## src/rtl/vga_timing_gen_pkg.sv

```systemverilog
// Shared timing defaults, counter widths and colour types for the VGA raster generator.
// Latency: n/a (declarations only).
// Backpressure: n/a.
package vga_timing_gen_pkg;

   // 640x480@60 defaults
   localparam int H_ACTIVE_DEF = 640;
   localparam int H_FP_DEF     = 16;
   localparam int H_SYNC_DEF   = 96;
   localparam int H_BP_DEF     = 48;
   localparam int V_ACTIVE_DEF = 480;
   localparam int V_FP_DEF     = 10;
   localparam int V_SYNC_DEF   = 2;
   localparam int V_BP_DEF     = 33;
   localparam int CW_DEF       = 8;

   // Counter widths: H_TOTAL <= 4095, V_TOTAL <= 2047
   localparam int H_CNT_W = 12;
   localparam int V_CNT_W = 11;

   typedef struct packed {
      logic [CW_DEF-1:0] r;
      logic [CW_DEF-1:0] g;
      logic [CW_DEF-1:0] b;
   } colour_t;

   typedef enum logic [1:0] {
      PAT_PASS  = 2'd0,
      PAT_BARS  = 2'd1,
      PAT_CHECK = 2'd2,
      PAT_WHITE = 2'd3
   } pattern_e;

   // Colour-bar index 0..7 across the visible width
   function automatic logic [2:0] bar_index(input logic [H_CNT_W-1:0] x, input int active);
      return 3'((int'(x) * 8) / active);
   endfunction

endpackage

```

## src/rtl/vga_timing_gen_if.sv

```systemverilog
// Pixel-fetch and video-output bundle of the VGA raster generator.
// Latency: pix_rgb returns exactly 1 clk after pix_req; video outputs lag the fetch request by 2 clk.
// Backpressure: none; the frame source must answer every request on time.
// Ports: pix_req/pix_x/pix_y (request), pix_rgb (return), hsync/vsync/de/red/green/blue, frame_start/line_start.
interface vga_timing_gen_if #(
   parameter int CW = 8
);
   logic            pix_req;
   logic [11:0]     pix_x;
   logic [10:0]     pix_y;
   logic [3*CW-1:0] pix_rgb;
   logic            hsync;
   logic            vsync;
   logic            de;
   logic [CW-1:0]   red;
   logic [CW-1:0]   green;
   logic [CW-1:0]   blue;
   logic            frame_start;
   logic            line_start;

   // master = timing generator, slave = frame source / display sink
   modport master (
      output pix_req, pix_x, pix_y, hsync, vsync, de, red, green, blue, frame_start, line_start,
      input  pix_rgb
   );
   modport slave (
      input  pix_req, pix_x, pix_y, hsync, vsync, de, red, green, blue, frame_start, line_start,
      output pix_rgb
   );
endinterface

```

## src/rtl/vga_timing_gen_axis_counter.sv

```systemverilog
// One raster axis: wrapping position counter with active-area and raw sync-window decode.
// Latency: decodes are combinational from the registered count.
// Backpressure: count holds whenever en_i or inc_i is low.
// Ports: clk, rst_n, en_i, inc_i (step request), cnt_o, wrap_o (stepping past last), active_o, sync_o.
module vga_timing_gen_axis_counter #(
   parameter int W      = 12,
   parameter int ACTIVE = 640,
   parameter int FP     = 16,
   parameter int SYNC   = 96,
   parameter int BP     = 48
) (
   input  logic         clk,
   input  logic         rst_n,
   input  logic         en_i,
   input  logic         inc_i,
   output logic [W-1:0] cnt_o,
   output logic         wrap_o,
   output logic         active_o,
   output logic         sync_o
);
   localparam int TOTAL = ACTIVE + FP + SYNC + BP;
   localparam logic [W-1:0] LAST     = W'(TOTAL - 1);
   localparam logic [W-1:0] ACT_END  = W'(ACTIVE);
   localparam logic [W-1:0] SYNC_BEG = W'(ACTIVE + FP);
   localparam logic [W-1:0] SYNC_END = W'(ACTIVE + FP + SYNC);

   if (TOTAL > (1 << W) - 1 || ACTIVE < 1 || FP < 1 || SYNC < 1 || BP < 1) begin : g_bad_cfg
      $error("vga_timing_gen_axis_counter: timing parameter zero or total exceeds counter width");
   end

   logic [W-1:0] cnt_q, cnt_d;
   logic         step;

   assign step = en_i && inc_i;

   always_comb begin
      cnt_d = cnt_q;
      if (step) cnt_d = (cnt_q == LAST) ? '0 : cnt_q + W'(1);
   end

   always_ff @(posedge clk or negedge rst_n) begin
      if (!rst_n) cnt_q <= '0;
      else        cnt_q <= cnt_d;
   end

   assign cnt_o    = cnt_q;
   assign wrap_o   = inc_i && (cnt_q == LAST);
   assign active_o = cnt_q < ACT_END;
   assign sync_o   = (cnt_q >= SYNC_BEG) && (cnt_q < SYNC_END);

endmodule

```

## src/rtl/vga_timing_gen.sv

```systemverilog
// VGA raster timing generator: h/v counters, pixel fetch request, 2-clk aligned sync/de/RGB output.
// Latency: counter position -> hsync/vsync/de/rgb/strobes = 2 clk; pix_rgb is taken 1 clk after pix_req.
// Backpressure: en=0 freezes counters and pipeline, withdraws pix_req and blanks outputs; resumes in place.
// Ports: clk, rst_n (async active-low), en, pattern_sel, vif (master modport of vga_timing_gen_if).
// Build option VGA_TEST_PATTERN_EN: replaces fetched colour with a pattern chosen by pattern_sel.
module vga_timing_gen
   import vga_timing_gen_pkg::*;
#(
   parameter int H_ACTIVE = H_ACTIVE_DEF,
   parameter int H_FP     = H_FP_DEF,
   parameter int H_SYNC   = H_SYNC_DEF,
   parameter int H_BP     = H_BP_DEF,
   parameter int V_ACTIVE = V_ACTIVE_DEF,
   parameter int V_FP     = V_FP_DEF,
   parameter int V_SYNC   = V_SYNC_DEF,
   parameter int V_BP     = V_BP_DEF,
   parameter bit H_POL    = 1'b0,
   parameter bit V_POL    = 1'b0,
   parameter int CW       = CW_DEF
) (
   input  logic             clk,
   input  logic             rst_n,
   input  logic             en,
   input  logic [1:0]       pattern_sel,
   vga_timing_gen_if.master vif
);
   logic [H_CNT_W-1:0] h_cnt;
   logic [V_CNT_W-1:0] v_cnt;
   logic h_wrap, h_act, h_sync, v_act, v_sync, unused_v_wrap;
   logic active;

   vga_timing_gen_axis_counter #(
      .W(H_CNT_W), .ACTIVE(H_ACTIVE), .FP(H_FP), .SYNC(H_SYNC), .BP(H_BP)
   ) u_h_cnt (
      .clk(clk), .rst_n(rst_n), .en_i(en), .inc_i(1'b1),
      .cnt_o(h_cnt), .wrap_o(h_wrap), .active_o(h_act), .sync_o(h_sync)
   );

   vga_timing_gen_axis_counter #(
      .W(V_CNT_W), .ACTIVE(V_ACTIVE), .FP(V_FP), .SYNC(V_SYNC), .BP(V_BP)
   ) u_v_cnt (
      .clk(clk), .rst_n(rst_n), .en_i(en), .inc_i(h_wrap),
      .cnt_o(v_cnt), .wrap_o(unused_v_wrap), .active_o(v_act), .sync_o(v_sync)
   );

   // Stage 0: fetch request straight from the counters
   assign active      = h_act && v_act;
   assign vif.pix_req = active && en;
   assign vif.pix_x   = active ? h_cnt : '0;
   assign vif.pix_y   = active ? v_cnt : '0;

   // Stage 1 state
   logic act1_q, hs1_q, vs1_q, fs1_q, ls1_q;
   // Returned data arrives even if en drops right after the request; it is
   // parked in hold_q so the frozen pipeline still has it when en returns.
   logic            req1_q;
   logic [3*CW-1:0] hold_q, rgb_src, colour_d;
   // Stage 2 (output) state
   logic de_q, hs_q, vs_q, fs_q, ls_q;
   logic [3*CW-1:0] rgb_q;

   assign rgb_src = req1_q ? vif.pix_rgb : hold_q;

`ifdef VGA_TEST_PATTERN_EN
   logic [H_CNT_W-1:0] x1_q;
   logic [V_CNT_W-1:0] y1_q;
   logic [2:0]         bar;

   always_comb begin
      bar      = bar_index(x1_q, H_ACTIVE);
      colour_d = rgb_src;
      case (pattern_e'(pattern_sel))
         PAT_BARS:  colour_d = {{CW{bar[2]}}, {CW{bar[1]}}, {CW{bar[0]}}};
         PAT_CHECK: colour_d = (x1_q[3] ^ y1_q[3]) ? '1 : '0;
         PAT_WHITE: colour_d = '1;
         default:   colour_d = rgb_src;
      endcase
   end
`else
   logic unused_pattern;
   assign unused_pattern = ^pattern_sel;
   assign colour_d       = rgb_src;
`endif

   always_ff @(posedge clk or negedge rst_n) begin
      if (!rst_n) begin
         req1_q <= 1'b0;
         hold_q <= '0;
         act1_q <= 1'b0;
         hs1_q  <= 1'b0;
         vs1_q  <= 1'b0;
         fs1_q  <= 1'b0;
         ls1_q  <= 1'b0;
         de_q   <= 1'b0;
         hs_q   <= ~H_POL;
         vs_q   <= ~V_POL;
         fs_q   <= 1'b0;
         ls_q   <= 1'b0;
         rgb_q  <= '0;
`ifdef VGA_TEST_PATTERN_EN
         x1_q   <= '0;
         y1_q   <= '0;
`endif
      end else begin
         req1_q <= vif.pix_req;
         if (req1_q) hold_q <= vif.pix_rgb;
         if (en) begin
            act1_q <= active;
            hs1_q  <= h_sync;
            vs1_q  <= v_sync;
            fs1_q  <= active && (h_cnt == '0) && (v_cnt == '0);
            ls1_q  <= active && (h_cnt == '0);
            de_q   <= act1_q;
            hs_q   <= hs1_q ? H_POL : ~H_POL;
            vs_q   <= vs1_q ? V_POL : ~V_POL;
            fs_q   <= fs1_q;
            ls_q   <= ls1_q;
            rgb_q  <= act1_q ? colour_d : '0;
`ifdef VGA_TEST_PATTERN_EN
            x1_q   <= h_cnt;
            y1_q   <= v_cnt;
`endif
         end
      end
   end

   // While paused the frozen output stage is masked, not overwritten, so
   // nothing is lost when the raster resumes.
   assign vif.de          = en && de_q;
   assign vif.hsync       = en ? hs_q : ~H_POL;
   assign vif.vsync       = en ? vs_q : ~V_POL;
   assign vif.frame_start = en && fs_q;
   assign vif.line_start  = en && ls_q;
   assign vif.red         = en ? rgb_q[3*CW-1 -: CW] : '0;
   assign vif.green       = en ? rgb_q[2*CW-1 -: CW] : '0;
   assign vif.blue        = en ? rgb_q[CW-1 -: CW]   : '0;

endmodule

```

## src/flat_wrapper.sv

```systemverilog
// flat-port wrapper written by rule: the top's interface ports become plain ports
module vga_timing_gen_flat import vga_timing_gen_pkg::*;
#(
   parameter int H_ACTIVE = H_ACTIVE_DEF,
   parameter int H_FP     = H_FP_DEF,
   parameter int H_SYNC   = H_SYNC_DEF,
   parameter int H_BP     = H_BP_DEF,
   parameter int V_ACTIVE = V_ACTIVE_DEF,
   parameter int V_FP     = V_FP_DEF,
   parameter int V_SYNC   = V_SYNC_DEF,
   parameter int V_BP     = V_BP_DEF,
   parameter bit H_POL    = 1'b0,
   parameter bit V_POL    = 1'b0,
   parameter int CW       = CW_DEF
)
  (clk, rst_n, en, pattern_sel, vif_pix_req, vif_pix_x, vif_pix_y, vif_hsync, vif_vsync, vif_de, vif_red, vif_green, vif_blue, vif_frame_start, vif_line_start, vif_pix_rgb);
  vga_timing_gen_if #(.CW(CW)) vif_i ();
  input  logic clk;
  input  logic rst_n;
  input  logic en;
  input  logic [1:0] pattern_sel;
  output wire logic [$bits(vif_i.pix_req)-1:0] vif_pix_req;
  output wire logic [$bits(vif_i.pix_x)-1:0] vif_pix_x;
  output wire logic [$bits(vif_i.pix_y)-1:0] vif_pix_y;
  output wire logic [$bits(vif_i.hsync)-1:0] vif_hsync;
  output wire logic [$bits(vif_i.vsync)-1:0] vif_vsync;
  output wire logic [$bits(vif_i.de)-1:0] vif_de;
  output wire logic [$bits(vif_i.red)-1:0] vif_red;
  output wire logic [$bits(vif_i.green)-1:0] vif_green;
  output wire logic [$bits(vif_i.blue)-1:0] vif_blue;
  output wire logic [$bits(vif_i.frame_start)-1:0] vif_frame_start;
  output wire logic [$bits(vif_i.line_start)-1:0] vif_line_start;
  input wire logic [$bits(vif_i.pix_rgb)-1:0] vif_pix_rgb;
  assign vif_pix_req = vif_i.pix_req;
  assign vif_pix_x = vif_i.pix_x;
  assign vif_pix_y = vif_i.pix_y;
  assign vif_hsync = vif_i.hsync;
  assign vif_vsync = vif_i.vsync;
  assign vif_de = vif_i.de;
  assign vif_red = vif_i.red;
  assign vif_green = vif_i.green;
  assign vif_blue = vif_i.blue;
  assign vif_frame_start = vif_i.frame_start;
  assign vif_line_start = vif_i.line_start;
  assign vif_i.pix_rgb = vif_pix_rgb;
  vga_timing_gen #(.H_ACTIVE(H_ACTIVE), .H_FP(H_FP), .H_SYNC(H_SYNC), .H_BP(H_BP), .V_ACTIVE(V_ACTIVE), .V_FP(V_FP), .V_SYNC(V_SYNC), .V_BP(V_BP), .H_POL(H_POL), .V_POL(V_POL), .CW(CW)) u_core (.clk(clk), .rst_n(rst_n), .en(en), .pattern_sel(pattern_sel), .vif(vif_i));
endmodule
```

## config.mk

```make
export PLATFORM = sky130hd
export DESIGN_NAME = vga_timing_gen_flat
export DESIGN_NICKNAME = d
export VERILOG_FILES = /design/src/rtl/vga_timing_gen_pkg.sv /design/src/rtl/vga_timing_gen_if.sv /design/src/rtl/vga_timing_gen_axis_counter.sv /design/src/rtl/vga_timing_gen.sv /design/src/flat_wrapper.sv
export SDC_FILE = /design/constraint.sdc
export NUM_CORES = 1
export LEC_CHECK = 0
export ABC_CLOCK_PERIOD_IN_PS = 4000
export CAP_MARGIN = 20
export CELL_PAD_IN_SITES_DETAIL_PLACEMENT = 1
export CELL_PAD_IN_SITES_GLOBAL_PLACEMENT = 1
export CORE_UTILIZATION = 35
export DETAILED_ROUTE_END_ITERATION = 7
export GPL_TIMING_DRIVEN = 0
export PLACE_DENSITY = 0.74
export SLEW_MARGIN = 20
export SYNTH_ARGS = -nofsm -noshare
export SYNTH_HDL_FRONTEND = slang
export SYNTH_SLANG_ARGS = --single-unit
```

## constraint.sdc

```tcl
create_clock -name clk -period 4 [get_ports clk]
set_input_delay 1 -clock clk [delete_from_list [all_inputs] [get_ports clk]]
set_output_delay 1 -clock clk [all_outputs]
set_load 0.02 [all_outputs]
```

Word-level counts from Yosys, hierarchy flattened
Index checks and enable logic that the tools add are counted.
{"block": "op_classes", "eq_ne": 2, "add_sub_neg": 2, "n_reduce_logical": 12, "mux": 13, "order_cmp": 6}
{"op": "two-way mux 24 bit", "count": 2}
{"op": "less-than comparator 12 x 10 -> 1 bit (second input constant)", "count": 2}
{"op": "two-way mux 12 bit", "count": 2}
{"op": "two-way mux 8 bit", "count": 3}
{"op": "less-than comparator 11 x 9 -> 1 bit (second input constant)", "count": 2}
{"op": "two-way mux 11 bit", "count": 2}
{"op": "adder 12 x 1 -> 12 bit (second input constant)", "count": 1}
{"op": "equality test 12 x 10 -> 1 bit (second input constant)", "count": 1}
{"op": ">= comparator 12 x 10 -> 1 bit (second input constant)", "count": 1}
{"op": "logical NOT 12 bit", "count": 1}
{"op": "adder 11 x 1 -> 11 bit (second input constant)", "count": 1}
{"op": "equality test 11 x 10 -> 1 bit (second input constant)", "count": 1}
{"op": ">= comparator 11 x 9 -> 1 bit (second input constant)", "count": 1}
{"op": "logical NOT 11 bit", "count": 1}
{"op": "logical AND 1 bit", "count": 10}
{"op": "two-way mux 1 bit", "count": 4}
{"block": "word_totals", "ff_bits": 82, "in_bits": 29, "output_inout_bits": 53}

Depth between registers and ports, before layout
Gate-level depths: netlist of the first run.
{"block": "depth", "ltp_word": 4, "mapped_depth": 8, "mapped_depth_nobuf": 6}

Hierarchy
From an unflattened synthesis of the first run, not the netlist that was laid out.
{"block": "hier_totals", "hier_cells": 387, "hier_area_um2": 4135.2}
{"mod": "vga_timing_gen", "cells_per_inst": 253, "area_per_inst_um2": 2840.2, "n_inst": 1}
{"mod": "vga_timing_gen_axis_counter (u_core.u_h_cnt)", "cells_per_inst": 72, "area_per_inst_um2": 696.9, "n_inst": 1}
{"mod": "vga_timing_gen_axis_counter (u_core.u_v_cnt)", "cells_per_inst": 62, "area_per_inst_um2": 598.1, "n_inst": 1}

Least setup slack after synthesis of the first run
Ideal clock, no wire load.
{"block": "synth_path", "path_kind": "input to output", "startpoint": "input port en", "endpoint": "output port vif_green[0]", "setup_slack_ns": 1.107, "arrival_ns": 1.893, "path_stages": 4, "n_path_buf": 3, "path_cell_list": "buf_4 clkbuf_1 clkbuf_1 and2_1"}
{"block": "synth_via", "elab_chain_cells": 1}
{"element": "start, declared", "line": "flat_wrapper.sv:20", "source": "input logic en;"}
{"element": "two-way mux 8 bit", "line": "vga_timing_gen.sv:135", "source": "assign vif.green = en ? rgb_q[2*CW-1 -: CW] : '0;"}
{"element": "end, declared", "line": "flat_wrapper.sv:29", "source": "output wire logic [$bits(vif_i.green)-1:0] vif_green;"}
No other way between the ends.

Worst setup path in the final report of the first run
{"block": "layout_path", "startpoint": "input port en", "endpoint": "output port vif_green[5]"}
Same word-level chain as after synthesis.

==> run_results.csv, run 1 <==
group,metric,value,unit
floorplanning,fp.dieH,108,um
worst_setup_path,cp.arrival,2760,ps
logic_synthesis,syn_area_per_cell,10.4,um2
power_and_ir_drop,power_density,344,mW/mm2
finish,diodes,0,
routing,route.detailed.drc,0,
worst_setup_path,critPathMaxFanout,10,
worst_setup_path,cp.required,3000,ps
clock_tree,postCtsSetupBuffers,0,
power_and_ir_drop,power.leakage,2.23,nW
power_and_ir_drop,ir_worst_vdd,0.000157,V
logic_synthesis,ys_seq_area_share,52.6,%
logic_synthesis,synth_top_area_share,51.3,%
worst_hold_path,hold_class,"register to register",
power_and_ir_drop,p_sw_share,28.7,%
global_routing,antenna_found_initial,0,
routing,routed_wirelength,9.76,mm
finish,layout-drive-gt1-share,13.6,%
placed_design,gp_congestion,0.821,
finish,syn2layout_area_growth,29.9,%
routing,via_per_inst,4.88,
routing,detail_route.wl_per_cell,16.0,um
clock_tree,cts_max_level,3,
floorplanning,die-area,0.0116,mm2
clock_tree,clockBufferDepth,2,
logic_synthesis,synth_top_area_cell,"dfrtp_1",
global_routing,grt_pass1_wl,16.5,mm
sta,whs,435,ps
routing,drtIter0Drc,95,
logic_synthesis,synthesis.area,0.00390,mm2
sta,period_share,93.9,%
sta,max_freq,266,MHz
finish,final_cell_mix,"80 x dfrtp_1, 73 x clkdlybuf4s50_1, 48 x and2_1",
sta,setup_viol,0,
floorplanning,start_util,36.0,%
sta,worstMarginPinSlew,618,ps
sta,slew_violations,0,
global_routing,grt_max_degree,49,
job,drv_cap,0,
sta,rsz0062_at_grt,"false",
global_routing,grtUsageTotal,18.6,%
clock_tree,clkLatencyLatePin,360,ps
worst_setup_path,criticalPathCategory,"input pin to output pin",
worst_setup_path,endpoint_kind,"output pin",
logic_synthesis,ys_types,39,
global_routing,grt_overflow,0,
power_and_ir_drop,p_int,1.24,mW
logic_synthesis,synth.area.top_cells,"dfrtp_1 51%, mux2_2 8.7%, and2_1 7.7%",
clock_tree,cts_resized,0,
logic_synthesis,synth_cells,377,
clock_tree,numCtsBuffers,9,
clock_tree,cts_tree,"yes",
placed_design,io_buffers,74,
global_routing,grt_pass1_vias,3301,
logic_synthesis,ys_warn_count,0,
floorplanning,coreArea,0.0108,mm2
logic_synthesis,async_flop_share,100,%
routing,ant_nets,0,
power_and_ir_drop,combPwrFrac,10.1,%
clock_tree,cts_hold_buf,0,
logic_synthesis,ys_ff_latch,82,
floorplanning,fp-row-count,38,
sta,max-slew-margin-rel,58.8,%
sta,fin_crit,3760,ps
run_status,status,"completed",
worst_setup_path,start_kind,"input pin",
logic_synthesis,synth-edff-count,0,
finish,final_common_cell,"dfrtp_1",
power_and_ir_drop,p_total,1.74,mW
floorplanning,top_level_ports,82,
routing,vias,2984,
clock_tree,path_clk_slew,90,ps
power_and_ir_drop,pwr-share-seq,52.4,%
clock_tree,cts_sinks,82,
floorplanning,die_w,108,um
power_and_ir_drop,power.share.clock,37.5,%
logic_synthesis,ys.flop_type,"dfrtp_1",
power_and_ir_drop,p_switching,0.500,mW
clock_tree,root_buffer,"clkbuf_8",
placed_design,hpwl,6.99,mm
sta,skew,7.14,ps
finish,nNetsFinal,499,
routing,first_pass_iters,4,
sta,final_hold_viol_count,0,
-- metal layers --
layer	track usage, %	up-vias	routed length (um)
met5	0	-	0
met4	6.46	0	135
met3	2.72	13	368
met2	32.0	66	4780
met1	23.9	1480	4480
li1	-	1425	-
-- final timing paths --
check | startpoint | slack, ps | endpoint | depth (start not counted)
worst max-delay path | en | 240 | vif_green[5] | 5
worst min register to register | u_core.vs1_q | 430 | u_core.vs_q | 1
worst min-delay path | u_core.vs1_q | 430 | u_core.vs_q | 1
min in group asynchronous | rst_n | 590 | u_core.rgb_q[17] | 1
worst max register to register | u_core.u_h_cnt.cnt_o[0] | 2160 | u_core.u_v_cnt.cnt_o[1] | 7
max in group asynchronous | rst_n | 2740 | u_core.hs_q | 2
-- stage by stage --
step	setup WS, ps	setup TNS [ps]	area (um2)	utilization, %	std cells
finish	244	0	5070	46.8	611
floorplan	1110	0	3920	-	380
detailed placement	189	0	4860	44.8	595
global route	73.6	0	5070	46.8	611
global placement	-997	-79440	4830	44.6	594
CTS	189	0	5070	46.8	611
-- cell usage after synthesis, types with 4 or more instances --
master	count
and2_1	48
and3_1	4
and4_1	4
buf_4	7
clkbuf_1	15
dfrtp_1	80
ha_1	4
inv_1	35
mux2_2	30
nand2_1	15
nand3_1	33
nand4_1	6
nor2_1	10
o21ai_0	33
xnor2_1	7
xor2_1	6
-- worst max-delay path, cell delays in order --
cell and delay, ps:
buf_4 130, clkbuf_1 490, clkbuf_1 330, and2_1 190
clkdlybuf4s50_1 600
-- flip-flops by register name (all words and copies together) (netlist names), 11 cells and up --
register,count
u_core.hold_q,24
u_core.rgb_q,24
u_core.u_h_cnt.cnt_o,12
u_core.u_v_cnt.cnt_o,11
-- cell type report --
class,instances,area [um2]
tap,140,175
buffer,28,143
fill,1247,5770
timing repair buffer,75,766
clock inverter,7,92.6
inverter,35,131
clock buffer,9,124
sequential,82,2050
multi-input combinational,235,1590
-- kinds of logic (layout without fill, tap and decap cells) --
logic type	Yosys count	count (layout)	synth area share, %
XOR/XNOR	13	13	2.92
other	1	4	0.0960
flip-flops	82	82	52.6
AND/OR/NAND/NOR	135	135	20.3
AO/OA/AOI/OAI	47	47	6.60
buffers and inverters	63	154	7.02
adder cells (fa/ha/maj)	4	4	1.28
multiplexers	32	32	9.16
-- power groups by stage --
stage               Combinational [mW]  Clock, mW  Sequential [mW]
floorplan                        0.100          0            0.910
global placement                 0.164          0            0.925
detailed placement               0.173          0            0.927
CTS                              0.180      0.671            0.914
global route                     0.200      0.708            0.919
finish                           0.177      0.653            0.914
No activity file was read; power rests on OpenSTA's default activity.
==> inputs of run 2 (changes only) <==
--- a/config.mk
+++ b/config.mk
@@ -5,12 +5,13 @@
 export SDC_FILE = /design/constraint.sdc
 export NUM_CORES = 1
 export LEC_CHECK = 0
-export ABC_CLOCK_PERIOD_IN_PS = 4000
+export ABC_CLOCK_PERIOD_IN_PS = 3790
 export CAP_MARGIN = 20
 export CELL_PAD_IN_SITES_DETAIL_PLACEMENT = 1
 export CELL_PAD_IN_SITES_GLOBAL_PLACEMENT = 1
 export CORE_UTILIZATION = 35
 export DETAILED_ROUTE_END_ITERATION = 7
+export GPL_ROUTABILITY_DRIVEN = 1
 export GPL_TIMING_DRIVEN = 0
 export PLACE_DENSITY = 0.74
 export SLEW_MARGIN = 20
==> constraint.sdc (replaced) <==
create_clock -name clk -period 3.79 [get_ports clk]
set_input_delay 0.9475 -clock clk [delete_from_list [all_inputs] [get_ports clk]]
set_output_delay 0.9475 -clock clk [all_outputs]
set_load 0.02 [all_outputs]
==> run 2 against run 1 <==
Via count is 0.57% lower. Combinational power is 5% higher. Clock-buffer cell count stayed put. Routed wire length is 0.40% lower. Sequential share of layout area hardly changed. Utilization hardly changed. Design area hardly changed. Critical path type is now register to output pin.
==> run_results.csv, run 2 (synthesized netlist as in run 1, its figures left out) <==
group,metric,value,unit
sta,final_hold_viol_count,0,
finish,multiInputGateArea,0.00159,mm2
power_and_ir_drop,p_sw_share,28.6,%
routing,first_pass_iters,4,
routing,ant_nets,0,
global_routing,antenna_found_initial,0,
power_and_ir_drop,p_int,1.31,mW
routing,vias,2967,
global_routing,grt_max_degree,49,
clock_tree,cts_tree,"yes",
finish,seq_area,0.00205,mm2
power_and_ir_drop,p_total,1.84,mW
routing,detail_route.wl_per_cell,15.9,um
floorplanning,coreArea,0.0108,mm2
sta,rsz0062_at_grt,"false",
clock_tree,cts_resized,0,
global_routing,grt_overflow,0,
placed_design,gp_congestion,0.821,
global_routing,grt_pass1_wl,16.5,mm
floorplanning,die_w,108,um
global_routing,grt_pass1_vias,3301,
sta,skew,7.30,ps
worst_setup_path,start_kind,"register",
power_and_ir_drop,power.leakage,2.23,nW
clock_tree,cts_max_level,3,
placed_design,io_buffers,74,
finish,syn2layout_area_growth,29.8,%
clock_tree,cts_sinks,82,
floorplanning,start_util,36.0,%
worst_setup_path,r2r_start,"u_core.u_h_cnt.cnt_o[0]",
sta,worstMarginPinSlew,598,ps
worst_setup_path,endpoint_kind,"output pin",
floorplanning,fp.dieH,108,um
finish,diodes,0,
worst_setup_path,cp.arrival,2560,ps
finish,nNetsFinal,498,
power_and_ir_drop,ir_worst_vdd,0.000165,V
sta,max-slew-margin-rel,60.1,%
power_and_ir_drop,power_density,362,mW/mm2
sta,period_share,92.6,%
clock_tree,path_clk_slew,90,ps
sta,setup_viol,0,
placed_design,dpl-instance-area,0.00486,mm2
floorplanning,die-area,0.0116,mm2
placed_design,hpwl,6.99,mm
clock_tree,cts_hold_buf,0,
routing,routed_wirelength,9.72,mm
clock_tree,clkLatencyLatePin,360,ps
worst_setup_path,rr_worst_depth,7,
routing,drtIter0Drc,76,
power_and_ir_drop,pwr-share-seq,52.5,%
worst_setup_path,cp-endpoint,"vif_pix_x[5]",
sta,slew_violations,0,
job,drv_cap,0,
clock_tree,root_buffer,"clkbuf_8",
worst_setup_path,cp.required,2840,ps
finish,post-route-cell-area,0.00507,mm2
floorplanning,top_level_ports,82,
sta,max_freq,285,MHz
worst_setup_path,r2r-end,"u_core.u_v_cnt.cnt_o[1]",
worst_setup_path,criticalPathCategory,"register to output pin",
floorplanning,fp-row-count,38,
worst_setup_path,crit_start,"u_core.u_v_cnt.cnt_o[5]",
global_routing,grtUsageTotal,18.6,%
placed_design,dp_slack,84.2,ps
power_and_ir_drop,power.share.clock,37.4,%
routing,route.detailed.drc,0,
finish,final_core_util,46.8,%
worst_setup_path,r2r_slack,1950,ps
sta,fin_crit,3510,ps
finish,layout-drive-gt1-share,13.6,%
clock_tree,postCtsSetupBuffers,0,
finish,final_common_cell,"dfrtp_1",
finish,num-fill-cells,1247,
sta,worst_slack,280,ps
run_status,status,"completed",
power_and_ir_drop,combPwrFrac,10.1,%
clock_tree,clockBufferDepth,2,
power_and_ir_drop,p_switching,0.525,mW
finish,final_cell_mix,"80 x dfrtp_1, 73 x clkdlybuf4s50_1, 48 x and2_1",
routing,via_per_inst,4.86,
worst_hold_path,hold_class,"register to register",
worst_setup_path,critPathMaxFanout,10,
clock_tree,numCtsBuffers,9,
## run 2: power groups by stage
stage	sequential (mW)	combinational, mW	clock [mW]
finish	0.964	0.185	0.688
global route	0.970	0.211	0.747
CTS	0.965	0.190	0.709
detailed placement	0.978	0.183	0
global placement	0.977	0.173	0
floorplan	0.960	0.106	0
## run 2: cell type report
type / instances / share of cell area [%]
Buffer: 27 / 2.74
Clock buffer: 9 / 2.44
Clock inverter: 7 / 1.83
Inverter: 35 / 2.59
Multi-Input combinational cell: 235 / 31.3
Sequential cell: 82 / 40.5
Tap cell: 140 / 3.46
Timing Repair Buffer: 75 / 15.1
## run 2: metal layers
| layer | GRT usage (%) | share of wire (%) |
|---|---|---|
| met1 | 23.9 | 46 |
| met2 | 32.0 | 49 |
| met3 | 2.72 | 4.0 |
| met4 | 6.46 | 1.5 |
| met5 | 0 | 0 |
## run 2: worst max-delay path, stage by stage, from the launching register on
cell             delay (ps)
dfrtp_1                 380
clkbuf_1                180
nand4_1                 220
and3_1                  270
clkbuf_1                360
and2_1                  200
clkdlybuf4s50_1         600
## run 2: worst min-delay path by stage
| stage | start | end | slack [ps] | cells past startpoint |
|---|---|---|---|---|
| final | u_core.vs1_q | u_core.vs_q | 430 | 1 |
| after global routing | u_core.vs1_q | u_core.vs_q | 490 | 1 |
| after CTS | u_core.vs1_q | u_core.vs_q | 440 | 1 |
| after detailed placement | u_core.vs1_q | u_core.vs_q | 420 | 1 |
| after global placement | u_core.vs1_q | u_core.vs_q | 410 | 1 |
| after floorplan | u_core.vs1_q | u_core.vs_q | 390 | 1 |
## run 2: stage by stage
stage	instances	hold WS, ps	TNS, ps
2_1_floorplan	380	388	0
3_3_place_gp	594	412	-92360
3_5_place_dp	595	421	0
4_1_cts	611	438	0
5_1_grt	610	493	0
6_report	610	435	0
